`config.mk`:
```
export PLATFORM = sky130hd
export DESIGN_NAME = bpsk_frame_sync
export DESIGN_NICKNAME = d
export VERILOG_FILES = /design/src/rtl/bpsk_pkg.sv /design/src/rtl/bpsk_sync_correlator.sv /design/src/rtl/bpsk_frame_sync.sv
export SDC_FILE = /design/constraint.sdc
export NUM_CORES = 1
export LEC_CHECK = 0
export CAP_MARGIN = 10
export CORE_UTILIZATION = 55
export CTS_BUF_LIST = sky130_fd_sc_hd__clkbuf_8
export DETAILED_ROUTE_END_ITERATION = 16
export PLACE_DENSITY = 0.77
export SLEW_MARGIN = 40
export SYNTH_ARGS = -nofsm -noshare
export SYNTH_HDL_FRONTEND = slang
export SYNTH_HIERARCHICAL = 1
export SYNTH_SLANG_ARGS = --single-unit
```
`constraint.sdc`:
```
create_clock -name clk -period 5.9 [get_ports clk]
set_input_delay 1.18 -clock clk [delete_from_list [all_inputs] [get_ports clk]]
set_output_delay 1.18 -clock clk [all_outputs]
set_load 0.02 [all_outputs]
```
`src/rtl/bpsk_pkg.sv`:
```
// Shared types and constants for the BPSK receive deframer.
package bpsk_pkg;

  localparam int SYNC_LEN = 16;
  localparam logic [SYNC_LEN-1:0] SYNC_WORD_DEFAULT = 16'hF3A0;

  typedef enum logic {
    HUNT    = 1'b0,
    PAYLOAD = 1'b1
  } frame_state_e;

  function automatic logic [4:0] popcount16(input logic [SYNC_LEN-1:0] v);
    logic [4:0] n;
    n = '0;
    for (int i = 0; i < SYNC_LEN; i++) begin
      n = n + 5'(v[i]);
    end
    return n;
  endfunction

endpackage

```
`src/rtl/bpsk_sync_correlator.sv`:
```
// Combinational sync-word correlator: Hamming distance against the word and its inverse.
module bpsk_sync_correlator
  import bpsk_pkg::*;
#(
  parameter int MAX_ERRS = 1
) (
  input  logic [SYNC_LEN-1:0] sr_i,
  input  logic [SYNC_LEN-1:0] sync_word_i,
  output logic                match_n_o,
  output logic                match_i_o
);

  logic [4:0] dist_n;
  logic [4:0] dist_i;

  always_comb begin
    dist_n    = popcount16(sr_i ^ sync_word_i);
    dist_i    = popcount16(sr_i ^ ~sync_word_i);
    match_n_o = (dist_n <= 5'(MAX_ERRS));
    match_i_o = (dist_i <= 5'(MAX_ERRS));
  end

endmodule

```
`src/rtl/bpsk_frame_sync.sv`:
```
// BPSK receive deframer: hunts for the sync word (either polarity), then packs the
// fixed-length payload into polarity-corrected bytes.
module bpsk_frame_sync
  import bpsk_pkg::*;
#(
  parameter logic [SYNC_LEN-1:0] SYNC_WORD     = SYNC_WORD_DEFAULT,
  parameter int                  PAYLOAD_BYTES = 8,
  parameter int                  MAX_ERRS      = 1
) (
  input  logic       clk,
  input  logic       rst,
  input  logic       bit_in,
  input  logic       bit_valid,
  input  logic       locked,
  output logic [7:0] byte_out,
  output logic       byte_valid,
  output logic       frame_start,
  output logic       frame_done,
  output logic       inverted,
  output logic       in_frame
);

  localparam logic [7:0] LAST_BYTE = 8'(PAYLOAD_BYTES - 1);
  localparam logic [4:0] HUNT_FULL = 5'(SYNC_LEN);

  frame_state_e        state_q, state_d;
  logic [SYNC_LEN-1:0] sr_q, sr_d;
  logic [4:0]          hunt_cnt_q, hunt_cnt_d;
  logic [2:0]          bit_idx_q, bit_idx_d;
  logic [7:0]          byte_cnt_q, byte_cnt_d;
  logic [6:0]          byte_sr_q, byte_sr_d;
  logic [7:0]          byte_out_q, byte_out_d;
  logic                byte_valid_q, byte_valid_d;
  logic                frame_start_q, frame_start_d;
  logic                frame_done_q, frame_done_d;
  logic                inverted_q, inverted_d;
  logic                in_frame_q, in_frame_d;

  logic [SYNC_LEN-1:0] sr_next;
  logic [4:0]          hunt_cnt_next;
  logic [7:0]          byte_next;
  logic                match_n, match_i;

  assign sr_next       = {sr_q[SYNC_LEN-2:0], bit_in};
  assign hunt_cnt_next = (hunt_cnt_q == HUNT_FULL) ? hunt_cnt_q : hunt_cnt_q + 5'd1;
  assign byte_next     = {byte_sr_q, bit_in ^ inverted_q};

  bpsk_sync_correlator #(
    .MAX_ERRS(MAX_ERRS)
  ) u_corr (
    .sr_i       (sr_next),
    .sync_word_i(SYNC_WORD),
    .match_n_o  (match_n),
    .match_i_o  (match_i)
  );

  always_ff @(posedge clk) begin
    if (rst) begin
      state_q       <= HUNT;
      sr_q          <= '0;
      hunt_cnt_q    <= '0;
      bit_idx_q     <= '0;
      byte_cnt_q    <= '0;
      byte_sr_q     <= '0;
      byte_out_q    <= '0;
      byte_valid_q  <= 1'b0;
      frame_start_q <= 1'b0;
      frame_done_q  <= 1'b0;
      inverted_q    <= 1'b0;
      in_frame_q    <= 1'b0;
    end else begin
      state_q       <= state_d;
      sr_q          <= sr_d;
      hunt_cnt_q    <= hunt_cnt_d;
      bit_idx_q     <= bit_idx_d;
      byte_cnt_q    <= byte_cnt_d;
      byte_sr_q     <= byte_sr_d;
      byte_out_q    <= byte_out_d;
      byte_valid_q  <= byte_valid_d;
      frame_start_q <= frame_start_d;
      frame_done_q  <= frame_done_d;
      inverted_q    <= inverted_d;
      in_frame_q    <= in_frame_d;
    end
  end

  always_comb begin
    state_d       = state_q;
    sr_d          = sr_q;
    hunt_cnt_d    = hunt_cnt_q;
    bit_idx_d     = bit_idx_q;
    byte_cnt_d    = byte_cnt_q;
    byte_sr_d     = byte_sr_q;
    byte_out_d    = byte_out_q;
    byte_valid_d  = 1'b0;
    frame_start_d = 1'b0;
    frame_done_d  = 1'b0;
    inverted_d    = inverted_q;
    in_frame_d    = in_frame_q;

    if (!locked) begin
      // Lock loss abandons any partial frame; inverted keeps the last frame's polarity.
      state_d    = HUNT;
      sr_d       = '0;
      hunt_cnt_d = '0;
      bit_idx_d  = '0;
      byte_cnt_d = '0;
      byte_sr_d  = '0;
      in_frame_d = 1'b0;
    end else if (bit_valid) begin
      case (state_q)
        HUNT: begin
          sr_d       = sr_next;
          hunt_cnt_d = hunt_cnt_next;
          if (hunt_cnt_next == HUNT_FULL && (match_n || match_i)) begin
            state_d       = PAYLOAD;
            inverted_d    = !match_n;
            frame_start_d = 1'b1;
            in_frame_d    = 1'b1;
            bit_idx_d     = '0;
            byte_cnt_d    = '0;
            byte_sr_d     = '0;
          end
        end
        PAYLOAD: begin
          if (bit_idx_q == 3'd7) begin
            bit_idx_d    = '0;
            byte_sr_d    = '0;
            byte_out_d   = byte_next;
            byte_valid_d = 1'b1;
            if (byte_cnt_q == LAST_BYTE) begin
              // Sync search restarts from an empty window so payload never aliases as sync.
              state_d      = HUNT;
              frame_done_d = 1'b1;
              in_frame_d   = 1'b0;
              byte_cnt_d   = '0;
              sr_d         = '0;
              hunt_cnt_d   = '0;
            end else begin
              byte_cnt_d = byte_cnt_q + 8'd1;
            end
          end else begin
            bit_idx_d = bit_idx_q + 3'd1;
            byte_sr_d = byte_next[6:0];
          end
        end
        default: state_d = HUNT;
      endcase
    end
  end

  assign byte_out    = byte_out_q;
  assign byte_valid  = byte_valid_q;
  assign frame_start = frame_start_q;
  assign frame_done  = frame_done_q;
  assign inverted    = inverted_q;
  assign in_frame    = in_frame_q;

endmodule

```
==> summary.txt <==
Yosys cell types -> 45
CTS root buffer -> clkbuf_8
Post-synth EDFFs -> 0
worst setup path startpoint -> bit_in
ys async rst share -> 0
Clock Latency Late Sink -> 0.31 ns
initial core utilization -> 0.5877
max cap viols -> 0
reg2reg setup slack -> 0.61 ns
Max clock buf depth -> 2
share of layout cells above drive strength 1 -> 0.09819
area of the core -> 5238 sq um
Clock Pin Slew Worst Setup and Hold Paths -> 0.10 ns
Sequential Power Share -> 0.367
Setup crit end kind -> register
gr ovfl total -> 0
FP Rows -> 26
CP Data Required Time -> 6.14 ns
total leakage power -> 0.001452 uW
final setup TNS -> 0 ns
vias in the first global route -> 2333
initial antenna violation count -> 0
filler cell count in the final layout -> 425
H-tree levels -> 2
Slew @ Worst Pin -> 0.7183 ns
sequential-to-total area share from yosys stat -> 0.3382
pwr dens -> 267.4 nW/um^2
power share of the clock group -> 0.265
Hold Buf Count CTS -> 0
DP HPWL -> 4537 microns
NetSw -> 303.0 uW
Post-Syn Area per Cell -> 8.769 sq um
first-pass GRT wire length -> 10400 microns
Chip Width -> 76.81 microns
largest net degree at the start of global routing -> 28
Port Buffers -> 17
Tmin final -> 5.757 ns
DR vias -> 2444
Die Area -> 5900 sq um
Final #Nets -> 426
max-slew violation count -> 0
RSZ-0062 raised after global routing -> no
TritonCTS buffer count -> 5
drc violations -> 0
total clock sinks -> 52
Pint -> 662.6 uW
Max Clk Rate -> 173.7 MHz
die height -> 76.81 microns
Ports -> 18
dominant synthesized flop cell -> dfxtp_1
final setup skew -> 0.008210 ns
cell taking the most area after synthesis -> dfxtp_1
worst-path maximum fanout -> 2
Antenna Cells -> 0
worst reg2reg startpoint -> sr_q[4]
r2r endpoint -> inverted
critical path class -> input pin to register
Total Routing Usage GR -> 0.2205
status -> complete, no violations
ANT nets after route -> 0
GPL Wtd Cong -> 0.7984
Syn. warnings -> 6
drt wl/cell -> 13.37 microns
peak supply drop -> 162.2 uV
cell area after synthesis -> 3078 sq um
normalized max-slew margin -> 0.5193
worst r2r path cells -> 19
Tcrit/Tclk final -> 0.9758
CTS tree -> built
CP Capture Point -> inverted
CP arrival -> 6.00 ns
area share of the largest cell type after synthesis -> 0.3382
Fin. Hold Viols -> 0
Initial DRC Count -> 70
switching part of the total -> 0.3138
final setup fails -> 0
Worst Hold Class -> register to register
FF+latch count, synth -> 52
Syn Inst Count -> 351
P&R area growth vs syn -> 17.32%
Combinational Power Share -> 0.368
hold path startpoint -> byte_out[7]
critical path startpoint category -> input pin
Detailed Route WL -> 6108 microns
hold slack -> 0.4598 ns
vias per cell -> 5.348
First-pass DRT Iterations -> 5
top post-synthesis cells by area -> dfxtp_1, fa_1, ha_1
[power by group through the flow]
stage                     Clock [uW]  Sequential (uW)  Combinational (uW)
after CTS                        262              354                 343
final                            256              354                 356
after floorplan                    0              361                 260
after global placement             0              362                 328
after detailed placement           0              362                 342
after global routing             276              355                 413
[layer usage]
metal  vias to the layer above  GRT usage  share of wire
li1                       1238          -              -
met1                      1176     0.2492           0.42
met2                        25     0.4116           0.54
met3                         5    0.03690          0.021
met4                         0    0.07885          0.015
met5                         -          0              0
[synth_stat cells (2+ instances only)]
cell	number
fa_1	20
a22oi_1	17
clkbuf_1	12
buf_2	2
or4_1	2
nand3_1	8
a21oi_1	18
conb_1	2
or3_1	3
nor3_1	5
ha_1	15
inv_1	47
mux2i_1	2
nor2b_1	2
xor2_1	8
a31oi_1	10
o21ai_0	12
nand2b_1	3
xnor2_1	11
dfxtp_1	52
and3_1	2
nor2_1	32
or2_2	2
a211o_1	2
a311oi_1	9
nand2_1	34
[layout by cell type (no fill, tap or decap), types with 4 or more instances in the layout]
master | Yosys | final
a31oi_1 | 10 | 10
o21ai_0 | 12 | 12
xnor2_1 | 11 | 10
nand3_1 | 8 | 8
nor3_1 | 5 | 4
buf_4 | 0 | 9
a311oi_1 | 9 | 9
fa_1 | 20 | 19
xor2_1 | 8 | 8
nor2_1 | 32 | 32
a22oi_1 | 17 | 17
conb_1 | 2 | 16
a21oi_1 | 18 | 18
dfxtp_1 | 52 | 52
clkdlybuf4s50_1 | 0 | 16
ha_1 | 15 | 14
inv_1 | 47 | 44
clkbuf_8 | 0 | 6
nand2_1 | 34 | 34
[flip-flops by register name, summed over array words and instances (netlist names), 3 cells and up]
name and count:
bit_idx_q 3, byte_cnt_q 8, byte_out 8, byte_sr_q 7, hunt_cnt_q 5, sr_q 15
[what timing repair did]
item | in CTS | in global routing
pin swaps | 8 | 15
setup buffers | 1 | 1
gates resized for setup | 7 | 7
endpoints found under the setup margin | 22 | 21
[stage by stage]
stage | total power [uW] | instance area (sq um) | worst slack (ns) | util | cells
after floorplan | 621.2 | 3154 | 0.7447 | - | 365
after global placement | 689.9 | 3433 | -0.5939 | 0.6555 | 447
after detailed placement | 704.5 | 3438 | -0.7644 | 0.6565 | 447
after CTS | 958.3 | 3578 | 0.03846 | 0.6832 | 456
after global routing | 1043 | 3611 | 0.001119 | 0.6894 | 457
final | 965.7 | 3611 | 0.1427 | 0.6894 | 457
[critical path, stage by stage]
cell	delay (ns)
buf_6	0.10
xnor2_4	0.14
inv_2	0.05
fa_1	0.56
fa_1	0.44
fa_1	0.53
inv_2	0.04
fa_1	0.42
inv_1	0.07
ha_2	0.18
inv_2	0.04
fa_2	0.35
a211oi_2	0.20
mux2i_1	0.11
nor4b_2	0.36
nor2_1	0.09
a211o_1	0.23
a211o_1	0.26
or4_1	0.48
a21oi_1	0.15
[kinds of logic (layout without fill, tap and decap cells)]
family | count (synthesis) | count (layout) | synth area share
AOI/OAI and AO/OA | 78 | 78 | 0.1707
muxes | 2 | 2 | 0.006504
other | 2 | 16 | 0.002440
and+or+nand+nor | 100 | 100 | 0.1569
xor gates and xnor gates | 19 | 19 | 0.05407
adders and majority gates | 35 | 35 | 0.1911
DFF | 52 | 52 | 0.3382
buffers and inverters | 63 | 85 | 0.08008
[worst min-delay path by stage]
stage | to | cells after the start
3_5_place_dp | byte_out[7] | 2
4_1_cts | byte_out[3] | 2
5_1_grt | byte_out[7] | 2
6_report | byte_out[7] | 2
2_1_floorplan | byte_cnt_q[7] | 1
3_3_place_gp | byte_out[2] | 2
[layout make-up]
cell class	instances	area [sq um]	area share
Inverter	48	180.2	0.04990
Clock inverter	2	38.79	0.01074
Clock buffer	6	82.58	0.02287
Tap cell	70	87.58	0.02426
Sequential cell	52	1041	0.2883
Multi-Input combinational cell	250	1899	0.5260
Timing Repair Buffer	29	281.5	0.07796
No activity file was read; power rests on OpenSTA's default activity.
